===== config.mk =====
export PLATFORM = sky130hd
export DESIGN_NAME = imem_loader
export DESIGN_NICKNAME = d
export VERILOG_FILES = /design/src/rtl/imem_loader.sv
export SDC_FILE = /design/constraint.sdc
export NUM_CORES = 1
export LEC_CHECK = 0
export ABC_AREA = 1
export BUFFER_PORTS_ARGS = -buffer_cell sky130_fd_sc_hd__buf_2
export CORE_MARGIN = 2
export CORE_UTILIZATION = 40
export DETAILED_ROUTE_END_ITERATION = 12
export HOLD_SLACK_MARGIN = 0.03
export PLACE_DENSITY = 0.66
export SLEW_MARGIN = 30
export SYNTH_ARGS = -nofsm -noshare
export SYNTH_HDL_FRONTEND = slang
export SYNTH_SLANG_ARGS = --single-unit

===== constraint.sdc =====
create_clock -name clk -period 3.76 [get_ports clk]
set_clock_uncertainty 0.05 [all_clocks]
set_input_delay 0.376 -clock clk [delete_from_list [all_inputs] [get_ports clk]]
set_output_delay 0.376 -clock clk [all_outputs]
set_load 0.02 [all_outputs]

===== src/rtl/imem_loader.sv =====
// Run-time instruction memory loader: header byte N, then 4*N big-endian bytes written as words; holds the CPU in reset until loaded.
// Optional trailing XOR checksum byte when IMEM_LOADER_CHECKSUM_EN is defined. All outputs registered; one byte per cycle, in_valid low stalls.
module imem_loader #(
    parameter int DEPTH = 64,
    parameter int AW    = 6
) (
    input  logic        clk,
    input  logic        rst,
    input  logic        start,
    input  logic [7:0]  in_data,
    input  logic        in_valid,
    output logic        in_ready,
    output logic        mem_we,
    output logic [31:0] mem_addr,
    output logic [31:0] mem_wdata,
    output logic        cpu_rst,
    output logic        busy,
    output logic        done,
    output logic        error
);

    typedef enum logic [2:0] {
        IDLE,
        HDR,
        LOAD,
`ifdef IMEM_LOADER_CHECKSUM_EN
        CHK,
`endif
        DONE,
        ERR
    } state_t;

    localparam logic [AW:0] W_ONE = (AW+1)'(1);

    state_t      state, state_nxt;
    logic [1:0]  bidx;
    logic [AW:0] wcnt;
    logic [AW:0] nwords;
    logic [23:0] asm_q;
    logic        hs;
    logic        last_word;
    logic        hdr_big;
    logic        rdy_nxt;
`ifdef IMEM_LOADER_CHECKSUM_EN
    logic [7:0]  acc;
`endif

    assign hs        = in_valid && in_ready;
    assign last_word = (wcnt + W_ONE) == nwords;
    assign hdr_big   = int'({24'd0, in_data}) > DEPTH;

    always_ff @(posedge clk) begin
        if (rst)
            state <= IDLE;
        else
            state <= state_nxt;
    end

    always_comb begin
        state_nxt = state;
        rdy_nxt   = 1'b0;
        case (state)
            IDLE: if (start) state_nxt = HDR;
            HDR: begin
                if (hs) begin
                    if (in_data == 8'd0)
`ifdef IMEM_LOADER_CHECKSUM_EN
                        state_nxt = CHK;
`else
                        state_nxt = DONE;
`endif
                    else if (hdr_big)
                        state_nxt = ERR;
                    else
                        state_nxt = LOAD;
                end
            end
            LOAD: begin
                if (hs && bidx == 2'd3 && last_word)
`ifdef IMEM_LOADER_CHECKSUM_EN
                    state_nxt = CHK;
`else
                    state_nxt = DONE;
`endif
            end
`ifdef IMEM_LOADER_CHECKSUM_EN
            CHK: if (hs) state_nxt = (in_data == acc) ? DONE : ERR;
`endif
            DONE: if (start) state_nxt = HDR;
            ERR:  if (start) state_nxt = HDR;
            default: state_nxt = IDLE;
        endcase
`ifdef IMEM_LOADER_CHECKSUM_EN
        rdy_nxt = (state_nxt == HDR) || (state_nxt == LOAD) || (state_nxt == CHK);
`else
        rdy_nxt = (state_nxt == HDR) || (state_nxt == LOAD);
`endif
    end

    always_ff @(posedge clk) begin
        if (rst) begin
            in_ready  <= 1'b0;
            mem_we    <= 1'b0;
            mem_addr  <= 32'd0;
            mem_wdata <= 32'd0;
            cpu_rst   <= 1'b1;
            busy      <= 1'b0;
            done      <= 1'b0;
            error     <= 1'b0;
            bidx      <= 2'd0;
            wcnt      <= '0;
            nwords    <= '0;
            asm_q     <= 24'd0;
`ifdef IMEM_LOADER_CHECKSUM_EN
            acc       <= 8'd0;
`endif
        end else begin
            mem_we   <= 1'b0;
            in_ready <= rdy_nxt;
            busy     <= rdy_nxt;
            done     <= (state_nxt == DONE);
            error    <= (state_nxt == ERR);
            // Release the CPU only after a full cycle in DONE so the last word has landed.
            cpu_rst  <= !(state == DONE && state_nxt == DONE);

            if (start && (state == IDLE || state == DONE || state == ERR)) begin
                bidx   <= 2'd0;
                wcnt   <= '0;
                nwords <= '0;
`ifdef IMEM_LOADER_CHECKSUM_EN
                acc    <= 8'd0;
`endif
            end

            if (hs) begin
                case (state)
                    HDR: begin
                        nwords <= (AW+1)'(in_data);
                        bidx   <= 2'd0;
                        wcnt   <= '0;
`ifdef IMEM_LOADER_CHECKSUM_EN
                        acc    <= in_data;
`endif
                    end
                    LOAD: begin
                        asm_q <= {asm_q[15:0], in_data};
                        bidx  <= bidx + 2'd1;
`ifdef IMEM_LOADER_CHECKSUM_EN
                        acc   <= acc ^ in_data;
`endif
                        if (bidx == 2'd3) begin
                            mem_we    <= 1'b1;
                            mem_wdata <= {asm_q, in_data};
                            mem_addr  <= 32'(wcnt[AW-1:0]);
                            wcnt      <= wcnt + W_ONE;
                        end
                    end
                    default: ;
                endcase
            end
        end
    end

endmodule


==> results.toml, run 1 <==
[clock_network]
postCtsHoldBufs = 0
root_buffer = "clkbuf_8"
h-tree-depth = 3
cts.clk_slew.worst_paths_ps = 90
clock-sinks = 86
clockBufferDepth = 2
insertion_delay_ps = 350
cts_buffers = 9
cts_setup_buffers = 0
tritoncts = "done"
cts_resized = 0

[synthesis]
avgSynthCellArea_sq_um = 7.92
synth.most_common_cell = "dfxtp_1"
ys.flop_type = "dfxtp_1"
synth_common_cells = "86 x dfxtp_1, 51 x nand2_1, 49 x inv_1"
ys_top_cells_by_area = "dfxtp_1 48%, a21oi_1 6.5%, o21ai_0 6.0%, buf_4 5.8%, nand2_1 5.3%"
synth_cell_type_count = 34
yosysWarnings = 0
postSynthCellCount = 454
synth_edf_count = 0
yosysTopAreaCell = "dfxtp_1"
async_reset_ff_share_pct = 0
ys_seq_area_share_pct = 47.9
synth_top_area_share_pct = 47.9
syn_area_sq_mm = 0.00360
synth_seq_cells = 86

[cells_and_area]
regArea_sq_mm = 0.00172
nFillCells = 886
multi_input_area_sq_mm = 0.00147
drive_above_1_share_pct = 17.8
final_nets = 510
diodes = 0
syn_to_final_growth_pct = 12.1

[routing]
drt-vias-per-instance = 4.86
ant_nets = 0
drc_errors = 0
firstDrtPassIters = 4
routedWlPerCell_um = 12.8
dr_total_vias = 2959
drt_iter0_markers = 134
routed_wl_mm = 7.80

[sta]
post-route-min-period_ps = 2290
finalHoldViolCount = 0
setup_viol = 0
slew_violations = 0
max_freq_mhz = 436
finalSetupTns_ps = 0
relSlewSlack_pct = 44.8
worstMarginPinSlew_ps = 827
fin_crit_sh_pct = 60.9
rsz0062_at_grt = "no"
fin_hold_ws_ps = 248

[place]
place_hpwl_mm = 5.47
place.gp.congestion = 0.926
io_buffers = 55

[floorplanning]
ios = 82
core_area_sq_mm = 0.00872
die_area_sq_mm = 0.00976
dieHeight_um = 98.8
num_rows = 34
start_util_pct = 41.2
die_w_um = 98.8

[power]
ir_drop_mv = 0.198
powerDensity_mw_per_mm2 = 433
leakagePower_nw = 1.76

[worst_hold_path]
min_to = "cpu_rst"
worstHoldStart = "start"
min_path_cells = 3
hp-class = "in2reg"

[setup_path]
ff2ff_path_depth = 7
cp.required_ps = 3990
crit_type = "reg2reg"
r2r-end = "mem_wdata[3]"
rr_startpoint = "bidx[0]"
critPathArrivalTime_ps = 2520
rrSetupSlack_ps = 1470
path_max_fanout = 31
crit_path_end_kind = "register"
start_kind = "register"

[grt]
grt_pass1_wl_mm = 12.4
first_global_vias = 2523
gr-usage-all-layers_pct = 15.9
grt_max_degree = 44
gr-total-overflow = 0
antenna_found_initial = 0

[job]
drv_cap = 0

[status]
outcome = "finished, final reports clean"
routing by layer:
metal	global-route usage, %	wire length (um)
met2	22.8	3320
met1	23.1	3850
met3	3.83	499
met4	5.90	136
met5	0	0
cells in the final DEF (no fill, tap or decap), types with 3 or more instances in the layout:
cell type and instances:
buf_2 55, nor2_1 28, nand2_1 51, inv_2 4
nand3b_1 4, clkbuf_8 9, inv_1 49, nor2_2 4
o21ai_1 21, dfxtp_1 86, nand3_1 33, a211oi_1 11
nand4_1 3, conb_1 26, a21oi_1 47, o21ai_0 43
per-stage QoR:
stage | std cells | power [mW] | instance area, sq um | setup slack [ps] | util [%]
finish | 609 | 1.75 | 4030 | 1470 | 46.2
detailed placement | 593 | 1.03 | 3800 | 1450 | 43.6
global route | 609 | 1.80 | 4030 | 1280 | 46.2
CTS | 609 | 1.75 | 4030 | 1420 | 46.2
floorplan | 479 | 1.04 | 3690 | 2150 | -
global placement | 593 | 1.03 | 3800 | 1500 | 43.6
state kept, by name, indices dropped and copies added, names as in the netlist:
name,flops
mem_wdata,32
asm_q,24
nwords,7
wcnt,7
mem_addr,6
state,3
bidx,2
busy,1
cpu_rst,1
done,1
error,1
mem_we,1
critical path, stage by stage, from the launching register on:
cell     delay (ps)
dfxtp_1         360
ha_1            340
nand3_4         160
nor2_8          320
inv_2           320
nor2_2          200
inv_2           210
o21ai_0         230
final cells by class:
cell class	instances	share of cell area, %
Clock inverter	7	2.58
Clock buffer	9	3.07
Tap cell	108	3.35
Inverter	53	4.93
Sequential cell	86	42.7
Timing Repair Buffer	56	7.01
Multi-Input combinational cell	290	36.3
power by group:
group	internal, mW	leakage, nW	total, mW	switching (mW)
clock	0.383	0.108	0.732	0.348
sequential	0.915	0.693	0.919	0.00413
combinational	0.0200	0.961	0.0944	0.0744
logic make-up (layout without fill, tap and decap cells):
family / after synthesis / after routing / synth area share, %
other: 1 / 26 / 0.104
AO/OA/AOI/OAI: 130 / 130 / 19.6
adder cells (fa/ha/maj): 2 / 2 / 0.696
buffers and inverters: 103 / 125 / 14.0
flip-flops: 86 / 86 / 47.9
AND/OR/NAND/NOR: 132 / 132 / 17.7
worst max path at each step:
stage / startpoint / end / slack, ps / depth (start not counted)
detailed placement: bidx[0] / mem_wdata[1] / 1450 / 7
finish: bidx[0] / mem_wdata[3] / 1470 / 7
CTS: bidx[0] / mem_wdata[3] / 1420 / 7
global placement: bidx[0] / mem_wdata[2] / 1500 / 7
floorplan: wcnt[0] / busy / 2150 / 14
global route: bidx[0] / wcnt[4] / 1280 / 7
Note: power is estimated with default switching activity, not from simulation.
==> inputs of run 2 (changes only) <==
--- a/config.mk
+++ b/config.mk
@@ -11,7 +11,7 @@
 export CORE_UTILIZATION = 40
 export DETAILED_ROUTE_END_ITERATION = 12
 export HOLD_SLACK_MARGIN = 0.03
-export PLACE_DENSITY = 0.66
+export PLACE_DENSITY = 0.68
 export SLEW_MARGIN = 30
 export SYNTH_ARGS = -nofsm -noshare
 export SYNTH_HDL_FRONTEND = slang
==> constraint.sdc (replaced) <==
create_clock -name clk -period 2.1 [get_ports clk]
set_clock_uncertainty 0.05 [all_clocks]
set_input_delay 0.21 -clock clk [delete_from_list [all_inputs] [get_ports clk]]
set_output_delay 0.21 -clock clk [all_outputs]
set_load 0.02 [all_outputs]
==> run 2 against run 1 <==
Critical path depth grew 5. Worst setup slack lost 1200 ps. Non-clock buffer count grew 7. Cell count grew 1.1%. Largest power group unchanged. Highest routed layer unchanged.
==> results.toml, run 2 (synthesis gave the netlist of run 1 again) <==
[sta]
finalHoldViolCount = 0
fin_crit_sh_pct = 85.6
setup_ws_ps = 302
finalSetupTns_ps = 0
rsz0062_at_grt = "no"
setup_viol = 0
slew_violations = 0
post-route-min-period_ps = 1800
max_freq_mhz = 556

[clock_network]
cts.clk_slew.worst_paths_ps = 90
tritoncts = "done"
cts_resized = 0
insertion_delay_ps = 360
cts_buffers = 9
root_buffer = "clkbuf_8"
clockBufferDepth = 2
cts_setup_buffers = 0
h-tree-depth = 3
clock-sinks = 86
postCtsHoldBufs = 0

[routing]
routedWlPerCell_um = 13.0
ant_nets = 0
dr_total_vias = 2988
drt_iter0_markers = 130
drt-vias-per-instance = 4.85
routed_wl_mm = 7.98
drc_errors = 0
firstDrtPassIters = 4

[setup_path]
critPathArrivalTime_ps = 2010
crit_path_end_kind = "register"
crit_type = "reg2reg"
cp.required_ps = 2310
start_kind = "register"
path_max_fanout = 11

[power]
ir_drop_mv = 0.267
p_int_mw = 2.37
leakagePower_nw = 1.81
power_frac_clock_pct = 42.1
switching_share_pct = 24.8
powerDensity_mw_per_mm2 = 768
p_switching_mw = 0.782
seqPwrFrac_pct = 52.3
power_frac_comb_pct = 5.6

[grt]
first_global_vias = 2804
gr-total-overflow = 0
antenna_found_initial = 0
grt_max_degree = 48
gr-usage-all-layers_pct = 17.2
grt_pass1_wl_mm = 13.5

[cells_and_area]
drive_above_1_share_pct = 18.9
largest_reg_flops = 32
reg_top3 = "mem_wdata: 32 flops, asm_q: 24 flops"
layout_commonest_cell = "dfxtp_1"
diodes = 0
syn_to_final_growth_pct = 14.0
layout_common_cells = "86 x dfxtp_1, 55 x buf_2, 51 x nand2_1, 49 x inv_1, 47 x a21oi_1"
top_register = "mem_wdata"
nFillCells = 878
final_nets = 517

[floorplanning]
dieHeight_um = 98.8
ios = 82
die_w_um = 98.8
core_area_sq_mm = 0.00872
start_util_pct = 41.2
num_rows = 34
die_area_sq_mm = 0.00976

[place]
place_ws_ps = 286
place.gp.congestion = 0.881
place_hpwl_mm = 5.65
io_buffers = 55

[job]
drv_cap = 0

[status]
outcome = "finished, final reports clean"

[worst_hold_path]
hp-class = "in2reg"
run 2: cell types whose count changed in the layout (fill, tap and decap cells not counted):
cell        change
buf_4           +6
inv_8           -1
buf_12          +1
clkinv_8        +1
clkinv_4        +1
clkinv_2        +1
clkinvlp_4      -2
run 2: final timing paths:
check / from / end / slack (ps) / cells after the start
worst max-delay path: bidx[0] / busy / 300 / 12
worst min register to register: asm_q[23] / asm_q[23] / 410 / 2
worst max register to register: bidx[0] / busy / 300 / 12
worst min-delay path: start / cpu_rst / 60 / 3
run 2: routing by layer:
| metal | vias to the layer above | global-route usage, % | routed length (um) |
|---|---|---|---|
| met2 | 92 | 25.5 | 3440 |
| li1 | 1554 | - | - |
| met4 | 0 | 6.64 | 131 |
| met1 | 1331 | 24.3 | 3970 |
| met5 | - | 0 | 0 |
| met3 | 11 | 3.76 | 436 |
run 2: critical path, cell delays in order, from the launching register on:
cell and delay [ps]:
dfxtp_1 360, ha_1 290, nand3_4 150, nor2_8 210, nand2_1 70, nor2_1 90, nand3_1 70, nor2_1 90
nand2_1 80, nand2_1 80, nand2_1 70, nand2_1 70, nor2_2 30
run 2: stage by stage:
step                      total power, mW  hold slack (ps)  cells  instance area, sq um  util (%)
after floorplan                      1.85              298    479                  3690         -
after global placement               1.86              391    600                  3870      44.4
after detailed placement             1.86              401    600                  3870      44.4
after CTS                            3.17             47.1    616                  4100      47.0
after global routing                 3.27             63.8    616                  4100      47.0
final                                3.15             59.0    616                  4100      47.0
run 2: layout make-up:
type | count | area, sq um | share of cell area, %
flip-flops and latches | 86 | 1720 | 42.0
multi-input cells | 290 | 1470 | 35.7
clock buffers | 9 | 124 | 3.02
well taps | 108 | 135 | 3.30
clock inverters | 7 | 108 | 2.62
inverters | 53 | 199 | 4.85
repair buffers | 63 | 348 | 8.48
run 2: power by group through the flow:
stage          Clock [mW]  Sequential [mW]  Combinational (mW)
2_1_floorplan           0             1.69               0.168
3_3_place_gp            0             1.68               0.174
3_5_place_dp            0             1.68               0.175
4_1_cts              1.35             1.65               0.175
5_1_grt              1.43             1.65               0.195
6_report             1.33             1.65               0.177
